## config.mk

```make
export PLATFORM = sky130hd
export DESIGN_NAME = serial_adder_flat
export DESIGN_NICKNAME = d
export VERILOG_FILES = /design/src/rtl/serial_adder_pkg.sv /design/src/rtl/serial_adder_if.sv /design/src/rtl/serial_adder_full_adder.sv /design/src/rtl/serial_adder.sv /design/src/flat_wrapper.sv
export SDC_FILE = /design/constraint.sdc
export NUM_CORES = 1
export LEC_CHECK = 0
export BUFFER_PORTS_ARGS = -buffer_cell sky130_fd_sc_hd__buf_2
export CAP_MARGIN = 0
export CORE_ASPECT_RATIO = 0.8
export CORE_MARGIN = 4
export CORE_UTILIZATION = 50
export DETAILED_ROUTE_END_ITERATION = 8
export GPL_TIMING_DRIVEN = 1
export PLACE_DENSITY = 0.71
export SLEW_MARGIN = 20
export SYNTH_ARGS = -nofsm -noshare
export SYNTH_HDL_FRONTEND = slang
export SYNTH_SLANG_ARGS = --single-unit
```

## constraint.sdc

```tcl
create_clock -name clk -period 1.7 [get_ports clk]
set_clock_uncertainty 0.05 [all_clocks]
set_input_delay 0.255 -clock clk [delete_from_list [all_inputs] [get_ports clk]]
set_output_delay 0.255 -clock clk [all_outputs]
set_load 0.05 [all_outputs]
```

## src/rtl/serial_adder_pkg.sv

```systemverilog
// serial_adder_pkg
// Shared types and helpers for the bit-serial adder.
//   sa_state_t : FSM state encoding (IDLE, RUN, DONE)
//   cnt_width  : width of the bit counter for an N-bit operand
//   DEFAULT_N  : default operand width
package serial_adder_pkg;

  typedef enum logic [1:0] {
    IDLE = 2'd0,
    RUN  = 2'd1,
    DONE = 2'd2
  } sa_state_t;

  localparam int DEFAULT_N = 4;

  // Counter must hold 0..N-1; keep at least one bit.
  function automatic int cnt_width(input int n);
    return (n > 1) ? $clog2(n) : 1;
  endfunction

endpackage

```

## src/rtl/serial_adder_if.sv

```systemverilog
// serial_adder_if
// Request/response bundle between a requester (master) and the adder (slave).
//   start, a, b, cin : request, driven by master
//   ready, valid     : handshake status, driven by slave
//   sum, cout        : result, driven by slave
//   ovf              : signed overflow, only when SERIAL_ADDER_OVF_EN is defined
interface serial_adder_if #(
  parameter int N = 4
);
  logic         start;
  logic [N-1:0] a;
  logic [N-1:0] b;
  logic         cin;
  logic         ready;
  logic         valid;
  logic [N-1:0] sum;
  logic         cout;
`ifdef SERIAL_ADDER_OVF_EN
  logic         ovf;
`endif

  modport master (
    output start, a, b, cin,
    input  ready, valid, sum, cout
`ifdef SERIAL_ADDER_OVF_EN
    , input ovf
`endif
  );

  modport slave (
    input  start, a, b, cin,
    output ready, valid, sum, cout
`ifdef SERIAL_ADDER_OVF_EN
    , output ovf
`endif
  );

endinterface

```

## src/rtl/serial_adder_full_adder.sv

```systemverilog
// full_adder
// Single-bit combinational full adder; the only arithmetic cell of the
// serial adder.
//   a, b, cin : operand bits and carry in
//   s         : sum bit
//   cout      : carry out (majority of the three inputs)
module full_adder (
  input  logic a,
  input  logic b,
  input  logic cin,
  output logic s,
  output logic cout
);

  assign s    = a ^ b ^ cin;
  assign cout = (a & b) | (a & cin) | (b & cin);

endmodule

```

## src/rtl/serial_adder.sv

```systemverilog
// serial_adder
// Bit-serial N-bit adder: one bit per clock, LSB first, through one full
// adder. A request is accepted on a clock edge where start=1 while ready=1;
// {cout,sum} is final when valid pulses N cycles later, and the next request
// can be accepted two cycles after that (one operation per N+2 cycles).
//   clk   : rising-edge clock
//   reset : synchronous, active-high reset
//   bus   : serial_adder_if slave (start/a/b/cin in; ready/valid/sum/cout out)
// Optional feature: define SERIAL_ADDER_OVF_EN to add a registered two's-
// complement overflow flag (bus.ovf) that holds alongside sum.
module serial_adder
  import serial_adder_pkg::*;
#(
  parameter int N = DEFAULT_N
) (
  input  logic           clk,
  input  logic           reset,
  serial_adder_if.slave  bus
);

  localparam int              CNT_W = cnt_width(N);
  localparam logic [CNT_W-1:0] LAST  = CNT_W'(N - 1);

  sa_state_t        state_reg;
  logic [N-1:0]     sa_reg;
  logic [N-1:0]     sb_reg;
  logic             carry_reg;
  logic [CNT_W-1:0] cnt_reg;
  logic [N-1:0]     sum_reg;
  logic             cout_reg;
  logic             ready_reg;
  logic             valid_reg;
`ifdef SERIAL_ADDER_OVF_EN
  logic             ovf_reg;
`endif

  logic fa_s;
  logic fa_c;

  full_adder u_fa (
    .a    (sa_reg[0]),
    .b    (sb_reg[0]),
    .cin  (carry_reg),
    .s    (fa_s),
    .cout (fa_c)
  );

  always_ff @(posedge clk) begin
    if (reset) begin
      state_reg <= IDLE;
      sa_reg    <= '0;
      sb_reg    <= '0;
      carry_reg <= 1'b0;
      cnt_reg   <= '0;
      sum_reg   <= '0;
      cout_reg  <= 1'b0;
      ready_reg <= 1'b1;
      valid_reg <= 1'b0;
`ifdef SERIAL_ADDER_OVF_EN
      ovf_reg   <= 1'b0;
`endif
    end else begin
      case (state_reg)
        IDLE: begin
          if (bus.start) begin
            state_reg <= RUN;
            sa_reg    <= bus.a;
            sb_reg    <= bus.b;
            carry_reg <= bus.cin;
            cnt_reg   <= '0;
            sum_reg   <= '0;
            cout_reg  <= 1'b0;
            ready_reg <= 1'b0;
`ifdef SERIAL_ADDER_OVF_EN
            ovf_reg   <= 1'b0;
`endif
          end
        end

        RUN: begin
          // New sum bit enters at the MSB; after N shifts bit 0 sits at the LSB.
          sum_reg   <= {fa_s, sum_reg[N-1:1]};
          sa_reg    <= sa_reg >> 1;
          sb_reg    <= sb_reg >> 1;
          carry_reg <= fa_c;
          cnt_reg   <= cnt_reg + 1'b1;
          if (cnt_reg == LAST) begin
            state_reg <= DONE;
            cout_reg  <= fa_c;
            valid_reg <= 1'b1;
`ifdef SERIAL_ADDER_OVF_EN
            // carry_reg is the carry into the MSB on this final bit.
            ovf_reg   <= carry_reg ^ fa_c;
`endif
          end
        end

        DONE: begin
          state_reg <= IDLE;
          valid_reg <= 1'b0;
          ready_reg <= 1'b1;
        end

        default: begin
          state_reg <= IDLE;
          valid_reg <= 1'b0;
          ready_reg <= 1'b1;
        end
      endcase
    end
  end

  assign bus.ready = ready_reg;
  assign bus.valid = valid_reg;
  assign bus.sum   = sum_reg;
  assign bus.cout  = cout_reg;
`ifdef SERIAL_ADDER_OVF_EN
  assign bus.ovf   = ovf_reg;
`endif

endmodule

```

## src/flat_wrapper.sv

```systemverilog
// flat-port wrapper written by rule: the top's interface ports become plain ports
module serial_adder_flat import serial_adder_pkg::*;
#(
  parameter int N = DEFAULT_N
)
  (clk, reset, bus_start, bus_a, bus_b, bus_cin, bus_ready, bus_valid, bus_sum, bus_cout);
  serial_adder_if #(.N(N)) bus_i ();
  input  logic clk;
  input  logic reset;
  input wire logic [$bits(bus_i.start)-1:0] bus_start;
  input wire logic [$bits(bus_i.a)-1:0] bus_a;
  input wire logic [$bits(bus_i.b)-1:0] bus_b;
  input wire logic [$bits(bus_i.cin)-1:0] bus_cin;
  output wire logic [$bits(bus_i.ready)-1:0] bus_ready;
  output wire logic [$bits(bus_i.valid)-1:0] bus_valid;
  output wire logic [$bits(bus_i.sum)-1:0] bus_sum;
  output wire logic [$bits(bus_i.cout)-1:0] bus_cout;
  assign bus_i.start = bus_start;
  assign bus_i.a = bus_a;
  assign bus_i.b = bus_b;
  assign bus_i.cin = bus_cin;
  assign bus_ready = bus_i.ready;
  assign bus_valid = bus_i.valid;
  assign bus_sum = bus_i.sum;
  assign bus_cout = bus_i.cout;
  serial_adder #(.N(N)) u_core (.clk(clk), .reset(reset), .bus(bus_i));
endmodule
```

Word-level counts from Yosys, hierarchy flattened
Index checks and enable logic that the tools add are counted.
{"block": "op_classes", "add_sub_neg": 1, "eq_ne": 4, "muxes": 19, "bitwise": 9, "reduce_logical": 7}
{"operator": "one-hot mux 4 bit (2 select lines)", "n": 3}
{"operator": "two-way mux 4 bit", "n": 3}
{"operator": "one-hot mux 1 bit (2 select lines)", "n": 4}
{"operator": "one-hot mux 2 bit (2 select lines)", "n": 2}
{"operator": "AND reduction 2 bit", "n": 4}
{"operator": "two-way mux 2 bit", "n": 3}
{"operator": "two-way mux 1 bit", "n": 4}
{"operator": "AND 1 bit", "n": 3}
{"operator": "AND reduction 3 bit", "n": 1}
{"operator": "adder 2 x 1 -> 2 bit, second input constant", "n": 1}
{"operator": "== test 2 x 1 -> 1 bit, second input constant", "n": 1}
{"operator": "== test 2 bit, second input constant", "n": 1}
{"operator": "zero test 2 bit", "n": 1}
{"operator": "inequality test 2 x 1 -> 1 bit, second input constant", "n": 1}
{"operator": "inequality test 2 bit, second input constant", "n": 1}
{"operator": "inverter 1 bit", "n": 2}
{"operator": "OR 1 bit", "n": 2}
{"operator": "nonzero test 2 bit", "n": 1}
{"operator": "bitwise XOR 1 bit", "n": 2}
{"block": "totals", "reg_bits": 20, "in_bits": 12, "output_inout_bits": 7, "elab_cells": 49}

Longest topological paths before layout
Gate-level depths: netlist of the first run.
{"block": "depth", "ltp_word": 5, "mapped_depth": 5, "depth_no_buf": 5}

Hierarchy
Synthesis of the first run repeated with hierarchy kept, for this count alone.
{"block": "unflattened", "hier_cells": 83, "hier_area_um2": 882.1}
{"module": "serial_adder", "instances": 1, "cells_each": 82, "area_per_inst_um2": 862.1, "seq_area_each_um2": 400.4}
{"module": "full_adder", "instances": 1, "cells_each": 1, "area_per_inst_um2": 20.0, "seq_area_each_um2": 0.0}

Worst setup path before layout of the first run
No wires, ideal clock.
{"block": "synth_path", "path_type": "flip-flop to flip-flop", "start": "reg u_core.sa_reg[0]", "end": "reg u_core.sum_reg[3], in the netlist u_core.bus.sum[3]", "setup_ps": 128, "arrival_ps": 1089, "t_required_ps": 1522, "slack_ps": 433, "stages_incl_launch_ff": 6, "path_buffers": 0, "synth_period_minus_slack_ps": 1267, "cell_sequence": "dfxtp_1 -> inv_1 -> fa_1 -> inv_1 -> a22oi_1 -> nor2_1"}
{"block": "synth_via", "elab_chain_cells": 3}
{"element": "start: declaration", "line": "serial_adder.sv:25", "text": "logic [N-1:0] sa_reg;"}
{"element": "start signal: assignment", "line": "serial_adder.sv:67", "text": "sa_reg <= bus.a;"}
{"element": "start signal: assignment", "line": "serial_adder.sv:83", "text": "sa_reg <= sa_reg >> 1;"}
{"element": "bitwise XOR 1 bit (2 in series)", "line": "serial_adder_full_adder.sv:15", "text": "assign s = a ^ b ^ cin;"}
{"element": "one-hot mux 4 bit (2 select lines)", "line": "serial_adder.sv:63", "text": "case (state_reg)"}
{"element": "end signal: assignment", "line": "serial_adder.sv:82", "text": "sum_reg <= {fa_s, sum_reg[N-1:1]};"}
{"element": "end: declaration", "line": "serial_adder.sv:29", "text": "logic [N-1:0] sum_reg;"}
Every way passes these cells.
A chain may end at the register's enable or synchronous reset.

Worst setup path after layout of the first run
{"block": "layout_path", "start": "reg u_core.state_reg[0]", "end": "reg u_core.state_reg[0]"}
{"block": "layout_via", "elab_chain_cells": 3, "word_cells_on_any_way": 6, "classes_between": "eq/ne (3); mux (1); reduce/logical (2)"}
{"element": "start: declaration", "line": "serial_adder.sv:24", "text": "sa_state_t state_reg;"}
{"element": "start signal: assignment", "line": "serial_adder.sv:50", "text": "state_reg <= IDLE;"}
{"element": "start signal: assignment", "line": "serial_adder.sv:66", "text": "state_reg <= RUN;"}
{"element": "start signal: assignment", "line": "serial_adder.sv:88", "text": "state_reg <= DONE;"}
{"element": "== test 2 x 1 -> 1 bit / zero test 2 bit (equally long branches)", "line": "serial_adder.sv:63"}
{"element": "inequality test 2 x 1 -> 1 bit (no line) / inequality test 2 bit (equally long branches)"}
{"element": "AND reduction 2 bit (no line)"}
Parallel ways exist; a longest one is shown, timed or not.

==> impl_metrics.toml, run 1 <==
[outcome]
status = "complete, no violations"

[global_route]
antenna_found_initial = 0
grt_pass1_vias = 650
grt_max_degree = 22
overflow = 0
track_usage = 0.165
grt_pass1_wl_um = 3040

[route]
initialDrtViolationCount = 10
vias = 696
drc = 0
final_antenna_net_count = 0
wire_per_inst_um = 14.1
vias_per_cell = 5.44
first_pass_iters = 4
wirelength_um = 1800

[finish]
fin_nets = 121
final_common_cell = "dfxtp_1"
final_cell_mix = "20 x dfxtp_1, 18 x buf_2, 17 x nor2_1"
design_area_um2 = 1030
fin_cells = 128
diodes = 0
fin_util = 0.623
n_fill_cell = 162
drive_gt1_frac = 0.311
area_delta_synth_final_pct = 15.5

[clock_network]
root_buffer = "clkbuf_4"
cts.reportedPaths.clkPinSlew_ns = 0.12
cts_resized = 0
clk_latency_ns = 0.31
cts_setup_buffers = 0
cts.hold.buffers_added = 0
clock-sinks = 20
cts_buffers = 3
cts.path.max_buffers = 2
cts_tree = "built"
h-tree-depth = 1

[pwr]
max-vdd-ir-drop_mv = 0.778
p_total_mw = 1.05
powerDensity_nw_per_um2 = 1020
p_leak_nw = 0.446

[floorplan]
ioPinCount = 19
dieHeight_um = 45.8
initial_core_util = 0.539
dieArea_um2 = 2530
rows = 13
core_um2 = 1660
die_width_um = 55.3

[job]
cap_viol_max_count = 0

[timing]
maxSlewHeadroom = 0.706
finalHoldViolCount = 0
holdWs_ns = 0.207
rsz0062_at_grt = "no"
fmax_ghz = 0.710
worstMarginPinSlew_ns = 0.441
min_period_over_period = 0.829
setup_viol = 0
setup_ws_ns = 0.291
drv_slew = 0
fin_setup_tns_ns = 0
period_needed_ns = 1.41

[placed_design]
port_buffers = 18
placed_area_um2 = 981
dp_cells = 124
pre_cts_ws_ns = 0.318
dp_hpwl_um = 1240
globalplace.congestion = 0.731

[hold_path]
holdCritPathClass = "in -> reg"

[setup_path]
cp.arrival_ns = 1.55
worst-setup-path-type = "reg -> reg"
required_ns = 1.84
critPathLaunchType = "register"
critical_path.max_fanout = 9
cp-end-kind = "register"

[synth]
synth_area_leaders = "dfxtp_1 45%, a211oi_2 9.8%, mux2i_1 9.0%"
synthDistinctLibCells = 24
yosys.area.top_type = "dfxtp_1"
yosysSeqAreaShare = 0.448
yosysWarningCount = 0
mappedNetlistArea_um2 = 895
ys_ff_latch = 20
synth_nets = 102
synth_top_area_share = 0.448
synthCells = 88
syn_area_per_cell_um2 = 10.2
## cell usage after synthesis, drive strengths merged
| cell type | instances |
|---|---|
| a2111oi | 1 |
| a211o | 1 |
| a211oi | 7 |
| a21oi | 4 |
| a22oi | 5 |
| a32oi | 1 |
| buf | 5 |
| clkbuf | 1 |
| dfxtp | 20 |
| fa | 1 |
| ha | 1 |
| inv | 6 |
| mux2i | 8 |
| nand2 | 2 |
| nand2b | 2 |
| nor2 | 17 |
| nor2b | 1 |
| nor3 | 1 |
| nor4bb | 1 |
| o21ba | 1 |
| o21bai | 1 |
| o32ai | 1 |
## worst max-delay path, cell delays in order (launching register included)
cell	delay, ns
dfxtp_1	0.51
buf_4	0.26
nor2_1	0.09
a2111oi_0	0.38
## area by class of cell
class / count / area [um^2] / share of cell area
clock inverter: 1 / 30.0 / 0.0291
sequential: 20 / 400 / 0.387
inverter: 6 / 22.5 / 0.0218
timing repair buffer: 20 / 105 / 0.102
tap: 22 / 27.5 / 0.0266
multi-input combinational: 56 / 425 / 0.412
clock buffer: 3 / 22.5 / 0.0218
## routing by layer
layer	global-route usage	vias to the layer above	routed length, um
li1	-	346	-
met1	0.197	328	855
met2	0.252	17	789
met3	0.0680	5	114
met4	0.102	0	42
met5	0	-	0
## cells by family (layout without fill, tap and decap cells)
| kind of cell | count (synthesis) | in the layout | synth area share |
|---|---|---|---|
| AOI/OAI and AO/OA | 22 | 22 | 0.232 |
| adders and majority gates | 2 | 2 | 0.0364 |
| buffers and inverters | 12 | 30 | 0.0769 |
| DFF | 20 | 20 | 0.448 |
| muxes | 8 | 8 | 0.0895 |
| and+or+nand+nor | 24 | 24 | 0.117 |
## final timing paths
check / from / to / slack [ns] / cells past startpoint
worst max-delay path: u_core.state_reg[0] / u_core.state_reg[0] / 0.29 / 3
worst min-delay path: bus_a[3] / u_core.sa_reg[3] / 0.21 / 3
worst max register to register: u_core.state_reg[0] / u_core.state_reg[0] / 0.29 / 3
worst min register to register: u_core.sa_reg[3] / u_core.sa_reg[3] / 0.43 / 2
## report_power, final
part	internal, mW	leakage, nW	switching (mW)
logic	0.0623	0.254	0.0878
clock network	0.239	0.0279	0.154
registers	0.494	0.164	0.0181
total	0.795	0.446	0.260
Power figures use the tool's default switching activity.
==> run 2: changes to the inputs <==
clock period = 1.3 ns   (was 1.7 ns; I/O delays follow)
==> run 2 against run 1 <==
- register-to-register slack got worse by 0.28 ns
- wire length fell by 12%
- global-route usage fell by 2.4 points
- count of clock-buffer cells in the layout did not move
- die area did not move
- combinational power rose by 38%
- first-iteration DRC count rose by 20%
- sequential share of layout area barely moved
- power rose by 9.6%
- final area rose by 0.85%
- critical path type unchanged
==> impl_metrics.toml, run 2 (synthesized netlist as in run 1, its figures left out) <==
[outcome]
status = "complete, no violations"

[route]
first_pass_iters = 4
drc = 0
final_antenna_net_count = 0
initialDrtViolationCount = 12
wire_per_inst_um = 12.1
vias_per_cell = 5.19
wirelength_um = 1580
vias = 680

[timing]
maxSlewHeadroom = 0.710
rsz0062_at_grt = "yes"
min_period_over_period = 0.991
worstMarginPinSlew_ns = 0.434
drv_slew = 0
period_needed_ns = 1.29
setup_viol = 0
fmax_ghz = 0.776
finalHoldViolCount = 0

[floorplan]
rows = 13
initial_core_util = 0.539
ioPinCount = 19
core_um2 = 1660
die_width_um = 55.3
dieHeight_um = 45.8
dieArea_um2 = 2530

[placed_design]
port_buffers = 18
globalplace.congestion = 0.727
dp_hpwl_um = 1120

[global_route]
antenna_found_initial = 0
grt_pass1_wl_um = 2750
grt_pass1_vias = 617
use_met3 = 0.0595
grt.busiest_layer = "met2"
overflow = 0
grt_max_degree = 22
grt_util_met2 = 0.215
met1_usage = 0.187
track_usage = 0.141

[finish]
final_cell_mix = "18 x buf_2, 17 x nor2_1, 17 x dfxtp_1"
fin_nets = 125
seqCellArea_um2 = 404
n_fill_cell = 148
drive_gt1_frac = 0.376
final_common_cell = "buf_2"
multi_input_area_um2 = 430
diodes = 0
area_delta_synth_final_pct = 16.5
fin_util = 0.628

[setup_path]
reg2reg_from = "u_core.sa_reg[0]"
crit_family = "adder cells"
crit_chain = "inv_2, fa_1, inv_1, a22oi_2, nor2_1"
r2r-end = "u_core.bus.sum[3]"
required_ns = 1.42
critPathLaunchType = "register"
critical_path.max_fanout = 2
r2r_slack_ns = 0.01
critPathBufInv = 2
cp-end-kind = "register"
cp.arrival_ns = 1.41
worst-setup-path-type = "reg -> reg"
r2r_cells = 5
slowest_delay_ns = 0.53
critPathSlowestCell = "fa_1"

[hold_path]
whs_endpoint = "u_core.sa_reg[3]"
holdPathStages = 3
hp-start = "bus_a[3]"
holdCritPathClass = "in -> reg"

[clock_network]
cts.reportedPaths.clkPinSlew_ns = 0.10
cts.hold.buffers_added = 0
cts_tree = "built"
root_buffer = "clkbuf_4"
cts_setup_buffers = 0
cts.path.max_buffers = 2
clk_latency_ns = 0.29
clock-sinks = 20
h-tree-depth = 1
cts_buffers = 3

[pwr]
p_total_mw = 1.16
max-vdd-ir-drop_mv = 0.986
p_leak_nw = 0.453
powerDensity_nw_per_um2 = 1110

[job]
cap_viol_max_count = 0
run 2: cell count changes in the layout (fill, tap and decap cells not counted):
cell	previous run	this run
a22oi_1	5	4
inv_1	6	5
buf_4	2	6
dfxtp_1	20	17
a22oi_2	0	1
dfxtp_2	0	3
bufinv_16	1	0
inv_2	0	1
run 2: layer usage:
metal,vias to the layer above,wire [um]
li1,354,-
met1,306,817
met2,18,649
met3,2,103
met4,0,9
met5,-,0
run 2: cell type report:
cell class / count / share of cell area
Clock buffer: 3 / 0.0216
Inverter: 6 / 0.0216
Multi-Input combinational cell: 56 / 0.413
Sequential cell: 20 / 0.388
Tap cell: 22 / 0.0264
Timing Repair Buffer: 24 / 0.130
run 2: worst max path at each step:
stage	start	endpoint	slack (ns)	depth (start not counted)
after global routing	u_core.sa_reg[0]	u_core.bus.sum[3]	-0.09	5
final	u_core.sa_reg[0]	u_core.bus.sum[3]	0.01	5
after detailed placement	u_core.sa_reg[0]	u_core.bus.sum[3]	-0.01	5
after global placement	u_core.sa_reg[0]	u_core.bus.sum[3]	0.02	5
after CTS	u_core.sa_reg[0]	u_core.bus.sum[3]	-0.01	5
after floorplan	u_core.sa_reg[0]	u_core.bus.sum[3]	0.03	5
run 2: stage by stage:
stage | worst slack [ns] | area [um^2] | hold slack [ns] | instances | setup TNS, ns
2_1_floorplan | 0.0334 | 895 | 0.326 | 88 | 0
3_3_place_gp | 0.0172 | 1010 | 0.395 | 128 | 0
3_5_place_dp | -0.0144 | 1010 | 0.412 | 128 | -0.0144
4_1_cts | -0.0102 | 1040 | 0.161 | 131 | -0.0102
5_1_grt | -0.0856 | 1040 | 0.208 | 131 | -0.162
6_report | 0.0119 | 1040 | 0.173 | 131 | 0
run 2: worst register-to-register path, delay by kind of cell, from the launching register on:
kind / cells / cell delay (ns)
fa+ha+maj: 1 / 0.53
flops: 1 / 0.35
compound gates: 1 / 0.11
buf+inv: 2 / 0.09
simple gates: 1 / 0.05
run 2: power breakdown:
group / internal (mW) / switching [mW] / leakage (nW)
Combinational: 0.0908 / 0.116 / 0.275
Sequential: 0.648 / 0.0234 / 0.165
Clock: 0.108 / 0.170 / 0.0138
Total: 0.846 / 0.309 / 0.453
run 2: timing repair:
item                       4_1_cts  5_1_grt
pin swaps                        1        0
setup endpoints to repair        3        3
gates resized for setup          2        3
gates cloned                     0        0
==> run 3: changes to the inputs <==
CORE_ASPECT_RATIO = default   (was 0.8)
==> run 3 against run 2 <==
- power grew 6.3%
- sequential power about the same
- via count shrank 2.1%
- worst setup slack worse by 0.0071 ns
- critical path depth did not move
- combinational power decreased by 2%
- clock power grew 28%
- sequential cell count stayed put
- hold slack better by 0.0081 ns
==> impl_metrics.toml, run 3 (synthesized netlist as in run 1, its figures left out) <==
[pwr]
powerDensity_nw_per_um2 = 1180
p_leak_nw = 0.443
max-vdd-ir-drop_mv = 0.609
p_total_mw = 1.23

[clock_network]
cts.hold.buffers_added = 0
cts.reportedPaths.clkPinSlew_ns = 0.11
clock-sinks = 20
h-tree-depth = 1
root_buffer = "clkbuf_4"
cts_tree = "built"
clk_latency_ns = 0.29
cts_buffers = 3
cts.path.max_buffers = 2

[global_route]
overflow = 0
antenna_found_initial = 0
track_usage = 0.137
grt_pass1_wl_um = 2640
grt_max_degree = 22
grt_pass1_vias = 591

[setup_path]
critPathLaunchType = "register"
required_ns = 1.43
path_common_cell = "inv_2"
critPathBufInv = 2
critical_path.max_fanout = 2
critPathSlowestCell = "fa_2"
cp.arrival_ns = 1.43
cp-end-kind = "register"
crit_family = "adder cells"
slowest_delay_ns = 0.55
worst-setup-path-type = "reg -> reg"
crit_chain = "inv_2, fa_2, inv_2, a22oi_2, nor2_1"

[finish]
diodes = 0
final_cell_mix = "18 x buf_2, 17 x nor2_1, 17 x dfxtp_1"
fin_cells = 132
area_delta_synth_final_pct = 16.2
n_fill_cell = 152
final_common_cell = "buf_2"
design_area_um2 = 1040
fin_util = 0.609
fin_nets = 122
drive_gt1_frac = 0.393

[route]
drc = 0
final_antenna_net_count = 0
wire_per_inst_um = 11.5
initialDrtViolationCount = 5
first_pass_iters = 4
wirelength_um = 1520
vias_per_cell = 5.05
vias = 666

[placed_design]
pre_cts_ws_ns = -0.0180
dp_hpwl_um = 1080
dp_cells = 128
placed_area_um2 = 992
globalplace.congestion = 0.665
port_buffers = 18

[timing]
rsz0062_at_grt = "yes"
worstMarginPinSlew_ns = 0.452
fmax_ghz = 0.772
holdWs_ns = 0.181
setup_ws_ns = 0.00480
period_needed_ns = 1.30
setup_viol = 0
fin_setup_tns_ns = 0
finalHoldViolCount = 0
min_period_over_period = 0.996
maxSlewHeadroom = 0.699
drv_slew = 0

[floorplan]
ioPinCount = 19
die_width_um = 50.3
rows = 15
dieHeight_um = 50.3
dieArea_um2 = 2530
initial_core_util = 0.524
core_um2 = 1710

[hold_path]
holdCritPathClass = "in -> reg"

[job]
cap_viol_max_count = 0

[outcome]
status = "complete, no violations"
-- run 3: changes by cell type in the layout (fill, tap and decap cells not counted) --
cell | before | now
clkbuf_8 | 0 | 1
fa_2 | 0 | 1
fa_1 | 1 | 0
buf_4 | 6 | 3
inv_2 | 1 | 3
inv_1 | 5 | 3
-- run 3: final timing paths --
| kind | endpoint | slack (ns) | cells after the start | from |
|---|---|---|---|---|
| max | u_core.bus.sum[3] | 0.005 | 5 | u_core.carry_reg |
| min | u_core.sa_reg[3] | 0.18 | 3 | bus_a[3] |
| max reg2reg | u_core.bus.sum[3] | 0.005 | 5 | u_core.carry_reg |
| min reg2reg | u_core.bus.ready | 0.42 | 1 | u_core.bus.ready |
-- run 3: repair_timing --
| item | CTS | global route |
|---|---|---|
| pin swaps | 3 | 1 |
| buffers inserted | 0 | 0 |
| cloned | 0 | 0 |
| endpoints found under the setup margin | 2 | 3 |
| resized for setup | 4 | 4 |
-- run 3: per-layer routing --
| metal | track usage | routed length, um |
|---|---|---|
| met1 | 0.181 | 724 |
| met2 | 0.211 | 728 |
| met3 | 0.0267 | 55 |
| met4 | 0.0673 | 14 |
| met5 | 0 | 0 |
-- run 3: layout make-up --
| class | count | area [um^2] | share of cell area |
|---|---|---|---|
| Clock buffer | 4 | 36.3 | 0.0349 |
| Inverter | 6 | 22.5 | 0.0217 |
| Multi-Input combinational cell | 56 | 433 | 0.416 |
| Sequential cell | 20 | 404 | 0.389 |
| Tap cell | 25 | 31.3 | 0.0301 |
| Timing Repair Buffer | 21 | 113 | 0.108 |
-- run 3: worst register-to-register path: cells and delay by family (launching register included) --
family                   cells  cell delay (ns)
buffers and inverters        2             0.07
adder cells (fa/ha/maj)      1             0.55
AO/OA/AOI/OAI                1             0.10
AND/OR/NAND/NOR              1             0.06
flip-flops                   1             0.35
-- run 3: power breakdown --
part | internal, mW | switching [mW] | total (mW)
combinational | 0.0882 | 0.115 | 0.203
clock | 0.171 | 0.186 | 0.356
sequential | 0.648 | 0.0216 | 0.670
